<file path="src/rtl/regfile_pkg.sv">
// rtl/regfile_pkg.sv - core register file defaults, register indices and decode address type
package regfile_pkg;

  localparam int REGFILE_WIDTH  = 8;
  localparam int REGFILE_DEPTH  = 8;
  localparam int REGFILE_ADDR_W = $clog2(REGFILE_DEPTH);

  typedef logic [REGFILE_ADDR_W-1:0] reg_addr_t;

  localparam reg_addr_t R0 = 3'd0;
  localparam reg_addr_t R1 = 3'd1;
  localparam reg_addr_t R2 = 3'd2;
  localparam reg_addr_t R3 = 3'd3;
  localparam reg_addr_t R4 = 3'd4;
  localparam reg_addr_t R5 = 3'd5;
  localparam reg_addr_t R6 = 3'd6;
  localparam reg_addr_t R7 = 3'd7;

  // Depth need not be a power of two, so some encodable addresses name no entry.
  function automatic logic addr_in_range(input int unsigned addr, input int unsigned depth);
    return addr < depth;
  endfunction

endpackage

</file>
<file path="src/rtl/regfile_cell.sv">
// rtl/regfile_cell.sv - WIDTH-bit storage cell with synchronous active-low clear and load enable
module regfile_cell
  import regfile_pkg::*;
#(
  parameter int WIDTH = REGFILE_WIDTH
) (
  input  logic             clk,
  input  logic             rst,
  input  logic             load,
  input  logic [WIDTH-1:0] d,
  output logic [WIDTH-1:0] q
);

  logic [WIDTH-1:0] val_d;
  logic [WIDTH-1:0] val_q;

  always_comb begin
    val_d = val_q;
    if (load) begin
      val_d = d;
    end
  end

  // Clear wins over load in the same cycle.
  always_ff @(posedge clk) begin
    if (!rst) begin
      val_q <= '0;
    end else begin
      val_q <= val_d;
    end
  end

  assign q = val_q;

endmodule

</file>
<file path="src/rtl/regfile_2r1w.sv">
// rtl/regfile_2r1w.sv - DEPTH x WIDTH register file, one synchronous write port, two combinational reads
// Define REGFILE_BYPASS_EN for same-cycle write-through forwarding to both read ports.
module regfile_2r1w
  import regfile_pkg::*;
#(
  parameter int WIDTH    = REGFILE_WIDTH,
  parameter int DEPTH    = REGFILE_DEPTH,
  parameter int ZERO_REG = 1,
  localparam int ADDR_W  = $clog2(DEPTH)
) (
  input  logic              clk,
  input  logic              rst,
  input  logic              we,
  input  logic [ADDR_W-1:0] waddr,
  input  logic [WIDTH-1:0]  wdata,
  input  logic [ADDR_W-1:0] raddr_a,
  output logic [WIDTH-1:0]  rdata_a,
  input  logic [ADDR_W-1:0] raddr_b,
  output logic [WIDTH-1:0]  rdata_b
);

  logic [WIDTH-1:0] mem [DEPTH];
  logic             wr_ok;

  // A write is real only if it targets an existing, non-hardwired entry.
  always_comb begin
    wr_ok = we && addr_in_range(32'(waddr), DEPTH) && !((ZERO_REG != 0) && (waddr == '0));
  end

  for (genvar i = 0; i < DEPTH; i++) begin : g_entry
    if ((ZERO_REG != 0) && (i == 0)) begin : g_zero
      assign mem[i] = '0;
    end else begin : g_cell
      regfile_cell #(
        .WIDTH(WIDTH)
      ) u_cell (
        .clk (clk),
        .rst (rst),
        .load(wr_ok && (waddr == ADDR_W'(i))),
        .d   (wdata),
        .q   (mem[i])
      );
    end
  end

  always_comb begin
    rdata_a = '0;
    for (int k = 0; k < DEPTH; k++) begin
      if (raddr_a == ADDR_W'(k)) begin
        rdata_a = mem[k];
      end
    end
`ifdef REGFILE_BYPASS_EN
    if (rst && wr_ok && (raddr_a == waddr)) begin
      rdata_a = wdata;
    end
`endif
  end

  always_comb begin
    rdata_b = '0;
    for (int k = 0; k < DEPTH; k++) begin
      if (raddr_b == ADDR_W'(k)) begin
        rdata_b = mem[k];
      end
    end
`ifdef REGFILE_BYPASS_EN
    if (rst && wr_ok && (raddr_b == waddr)) begin
      rdata_b = wdata;
    end
`endif
  end

endmodule

</file>
<file path="config.mk">
export PLATFORM = sky130hd
export DESIGN_NAME = regfile_2r1w
export DESIGN_NICKNAME = d
export VERILOG_FILES = /design/src/rtl/regfile_pkg.sv /design/src/rtl/regfile_cell.sv /design/src/rtl/regfile_2r1w.sv
export SDC_FILE = /design/constraint.sdc
export NUM_CORES = 1
export LEC_CHECK = 0
export BUFFER_PORTS_ARGS = -buffer_cell sky130_fd_sc_hd__buf_4
export CAP_MARGIN = 20
export CORE_MARGIN = 8
export CORE_UTILIZATION = 35
export CTS_CLUSTER_SIZE = 10
export DETAILED_ROUTE_END_ITERATION = 8
export GPL_TIMING_DRIVEN = 0
export PLACE_DENSITY_LB_ADDON = 0.3
export SETUP_SLACK_MARGIN = 0.5
export SLEW_MARGIN = 20
export SYNTH_ARGS = -nofsm -noshare
export SYNTH_HDL_FRONTEND = slang
export SYNTH_SLANG_ARGS = --single-unit
</file>
<file path="constraint.sdc">
create_clock -name clk -period 1.4 [get_ports clk]
set_input_delay 0.28 -clock clk [delete_from_list [all_inputs] [get_ports clk]]
set_output_delay 0.28 -clock clk [all_outputs]
set_load 0.02 [all_outputs]
</file>
# Word level (Yosys, flattened, before mapping)
# Index checks and enable logic that the tools add are counted.
[word_totals]
reg_bits = 56
inputBits = 20
out_inout_bits = 16
word_cells = 52
[classes]
eq_ne = 21
n_mux = 14
n_reduce_logical = 10
[op_table]
columns = ["operator", "count"]
rows = [
  ["two-way mux 8 bit", 14],
  ["equality test 3 bit, second input constant", 12],
  ["equality test 3 x 2 -> 1 bit, second input constant", 6],
  ["equality test 3 x 1 -> 1 bit, second input constant", 3],
  ["logical AND 1 bit", 8],
  ["logical NOT 3 bit", 1],
  ["logical NOT 1 bit", 1],
]

# Longest topological paths before layout
[logic_depth]
word_depth = 8
mapped_depth = 5
mapped_depth_nobuf = 3

# Hierarchy
# From an unflattened synthesis, not the netlist that was laid out.
[hier_totals]
hier_cells = 348
area_unflattened_um2 = 3260.6
[modules_own_cells]
columns = ["mod", "instances", "cells_per_inst", "area_per_inst_um2", "seq_area_each_um2"]
rows = [
  ["regfile_cell", 7, 25, 301.5, 160.2],
  ["regfile_2r1w", 1, 173, 1149.9, 0.0],
]

# Least setup slack after synthesis
# Ideal clock, no wire load.
[synth_path]
path_kind = "input port to output port"
from = "input raddr_a[1]"
to = "output rdata_a[0]"
arrival_time_ps = 1235
t_required_ps = 1120
slack_ps = -115
cell_stages = 4
n_path_buf = 2
cell_sequence = "buf_2 > buf_2 > and2b_1 > a221oi_2"
[synth_between]
elab_chain_cells = 8
elab_cells_between_ends = 14
classes_between = "7 x eq/ne; 7 x mux"
[synth_rtl]
columns = ["item", "line", "source"]
rows = [
  ["from (decl)", "regfile_2r1w.sv:16", "input logic [ADDR_W-1:0] raddr_a,"],
  ["equality test 3 x 1 -> 1 bit", "regfile_2r1w.sv:49", "if (raddr_a == ADDR_W'(k)) begin"],
  ["two-way mux 8 bit (6 in a row)", "regfile_2r1w.sv:49", ""],
  ["two-way mux 8 bit *", "regfile_2r1w.sv:49", ""],
  ["to (decl)", "regfile_2r1w.sv:17", "output logic [WIDTH-1:0] rdata_a,"],
]
# Mark *: on every way between the ends. The rest lies on a longest branch, timed or not.

# Final worst setup path
[layout_path]
from = "register g_entry[2].g_cell.u_cell.val_q[3]"
to = "output rdata_b[3]"
[layout_between]
elab_chain_cells = 6
[layout_rtl]
columns = ["item", "line", "source"]
rows = [
  ["from (decl)", "regfile_cell.sv:15", "logic [WIDTH-1:0] val_q;"],
  ["from (signal assigned)", "regfile_cell.sv:29", "val_q <= val_d;"],
  ["two-way mux 8 bit (6 in a row)", "regfile_2r1w.sv:63", "if (raddr_b == ADDR_W'(k)) begin"],
  ["to (decl)", "regfile_2r1w.sv:19", "output logic [WIDTH-1:0] rdata_b"],
]
# Every way passes these cells.

==> flow_metrics.tcl <==
set metrics [dict create \
    ys_ff_latch 56 \
    dr.pass1.iters 5 \
    die_y_um 113.8 \
    wl_per_cell_um 20.81 \
    p_seq_share_pct 48.0 \
    drtIter0Drc 282 \
    worst_setup_path_start_kind "flip-flop" \
    fin_crit_ns 1.889 \
    grt_setup_unrepaired "true" \
    num_io_pins 36 \
    clock_path_buffers 2 \
    yosysMostFrequentCell "nand2_1" \
    fin_skew_ns 0 \
    fin_nets 454 \
    cts_tree "yes" \
    hold_ws_ns 0.2226 \
    critical_path.max_fanout 2 \
    drv_slew 0 \
    setup_viol 16 \
    via_per_inst 5.637 \
    cts_buffers 5 \
    antenna_found_initial 0 \
    place_hpwl_um 7350 \
    synthDistinctLibCells 45 \
    yosysSeqAreaShare_pct 33.51 \
    status "finished, violations left" \
    hp-class "in -> reg" \
    num_antenna_cells 0 \
    hold_violations 0 \
    irDropWorstVdd_uv 422.9 \
    synth_top_cell_by_area "dfxtp_1" \
    arrival_ns 1.61 \
    netSwitchingPower_uw 1020 \
    critPathKind "reg -> out" \
    place_congestion 0.8677 \
    grt_usage_pct 18.13 \
    syn_nets 392 \
    worst_pin_slew_ns 0.5152 \
    clock_latency_ns 0.31 \
    clockRootBuffer "clkbuf_8" \
    io_buffers 30 \
    clk_pin_slew_ns 0.12 \
    synth_cells 372 \
    die_x_um 113.8 \
    grt_overflow 0 \
    core_um2 9240 \
    ys_async_sr_fraction_pct 0 \
    num_vias 3179 \
    synth_edf_count 0 \
    worstSetupEndpointType "primary output" \
    violations "negative setup slack" \
    synth_common_cells "nand2_1, dfxtp_1, mux2i_1, nor2b_1, a21boi_1" \
    p_per_area_nw_per_um2 752.3 \
    combPwrFrac_pct 23.8 \
    worst_slack_ns -0.4892 \
    grt_pass1_vias 3223 \
    maxCapViolations 0 \
    cts_num_sinks 56 \
    power.leakage_uw 0.001723 \
    wl_um 11740 \
    yosysWarnings 0 \
    antenna_left 0 \
    largest_reg_flops 56 \
    netlist.area_leader.share_pct 33.51 \
    area_growth_pct 37.25 \
    synth_flop_cell "dfxtp_1" \
    initial_utilization_pct 36.21 \
    design_area_um2 4592 \
    required_ns 1.12 \
    grt_max_degree 17 \
    grt_pass1_wl_um 18000 \
    p_int_uw 2434 \
    die-area_um2 12940 \
    maxSlewHeadroom_pct 65.66 \
    finalCritPeriodShare_pct 134.9 \
    fillers 894 \
    avgSynthCellArea_um2 8.994 \
    clockPowerShare_pct 28.2 \
    rows 35 \
    drive_gt1_share_pct 43.91 \
    syn-cell-area_um2 3346 \
    p_sw_share_pct 29.53 \
    synth_area_leaders "dfxtp_1, mux2i_1, nand2_1, a21boi_1, nor2b_1" \
    max_freq_mhz 529.3 \
    detailed_place.area_um2 3955 \
    htreeDepth 2 \
    drcViolationCount 0 \
]
path summary, 6_finish.rpt:
kind                                       from  slack [ns]  cells after the start                       endpoint
hold / removal                         wdata[1]        0.22                      3  g_entry[5].g_cell.u_cell.q[1]
hold reg to reg   g_entry[7].g_cell.u_cell.q[0]        0.47                      2  g_entry[7].g_cell.u_cell.q[0]
setup / recovery  g_entry[2].g_cell.u_cell.q[3]       -0.49                      4                     rdata_b[3]
setup reg to reg  g_entry[2].g_cell.u_cell.q[4]        0.67                      3  g_entry[2].g_cell.u_cell.q[4]
power groups by stage:
| stage | Combinational, µW | Clock [µW] | Sequential [µW] |
|---|---|---|---|
| floorplan | 453 | 0 | 1680 |
| global placement | 682 | 0 | 1690 |
| detailed placement | 686 | 0 | 1690 |
| CTS | 796 | 978 | 1660 |
| global route | 861 | 1040 | 1660 |
| finish | 821 | 976 | 1660 |
layer usage:
layer / share of wire (%) / GRT usage, % / up-vias
met2: 46 / 28.64 / 153
met4: 2.6 / 7.453 / 0
met5: 0 / 0 / -
li1: - / - / 1460
met1: 44 / 23.73 / 1540
met3: 7.6 / 3.275 / 26
area by class of cell:
type                       instances  area, µm²  share of cell area [%]
buffer                            36      370.4                   8.065
inverter                           9      33.78                  0.7357
clock inverter                     1      7.507                  0.1635
sequential                        56       1170                   25.48
clock buffer                       7      86.33                   1.880
tap                              129      161.4                   3.515
timing repair buffer              55      558.0                   12.15
multi-input combinational        271       2205                   48.01
cell families after synthesis:
logic type / share of synthesized area, %
simple gates: 22.96
compound gates: 20.31
flops: 33.51
mux: 15.63
buf+inv: 7.592
worst max-delay path: stages (launching register included):
cell and delay, ns:
dfxtp_2 0.34, mux2_4 0.26, a221o_1 0.33, a22o_4 0.23, buf_6 0.13
metrics by stage:
step / utilization (%) / std cells / total power [µW] / setup slack [ns] / TNS [ns]
after floorplan: - / 372 / 2134 / -0.002293 / -0.003073
after global placement: 42.80 / 531 / 2371 / -0.3744 / -5.036
after detailed placement: 42.80 / 531 / 2377 / -0.3999 / -5.931
after CTS: 48.73 / 563 / 3430 / -0.5225 / -3.651
after global routing: 49.70 / 564 / 3560 / -0.5289 / -4.306
final: 49.70 / 564 / 3454 / -0.4892 / -3.506
repair_timing:
action / CTS / global route
endpoints found under the setup margin: 72 / 69
resized for setup: 90 / 36
pin swaps: 45 / 27
setup buffers: 22 / 1
hold buffers: 0 / 0
cloned: 2 / 0
cell usage in the layout (no fill, tap or decap), drive strengths merged, types with 2 or more instances in the layout:
cell / netlist / layout
nand4b: 10 / 10
a21oi: 6 / 6
a221oi: 6 / 6
buf: 26 / 83
o2bb2ai: 4 / 4
o21ba: 4 / 4
and4bb: 3 / 3
nand2b: 2 / 2
and4b: 4 / 4
dfxtp: 56 / 56
nor3b: 2 / 2
a21boi: 33 / 33
mux2: 3 / 3
nand4: 2 / 2
nand3b: 9 / 9
inv: 9 / 9
nor2b: 26 / 26
and3b: 2 / 2
o21ai: 2 / 2
o2111ai: 7 / 7
nand2: 71 / 71
mux4: 2 / 2
clkbuf: 10 / 15
a22o: 8 / 8
mux2i: 44 / 44
o221ai: 7 / 7
nor2: 4 / 4
Power figures use the tool's default switching activity.
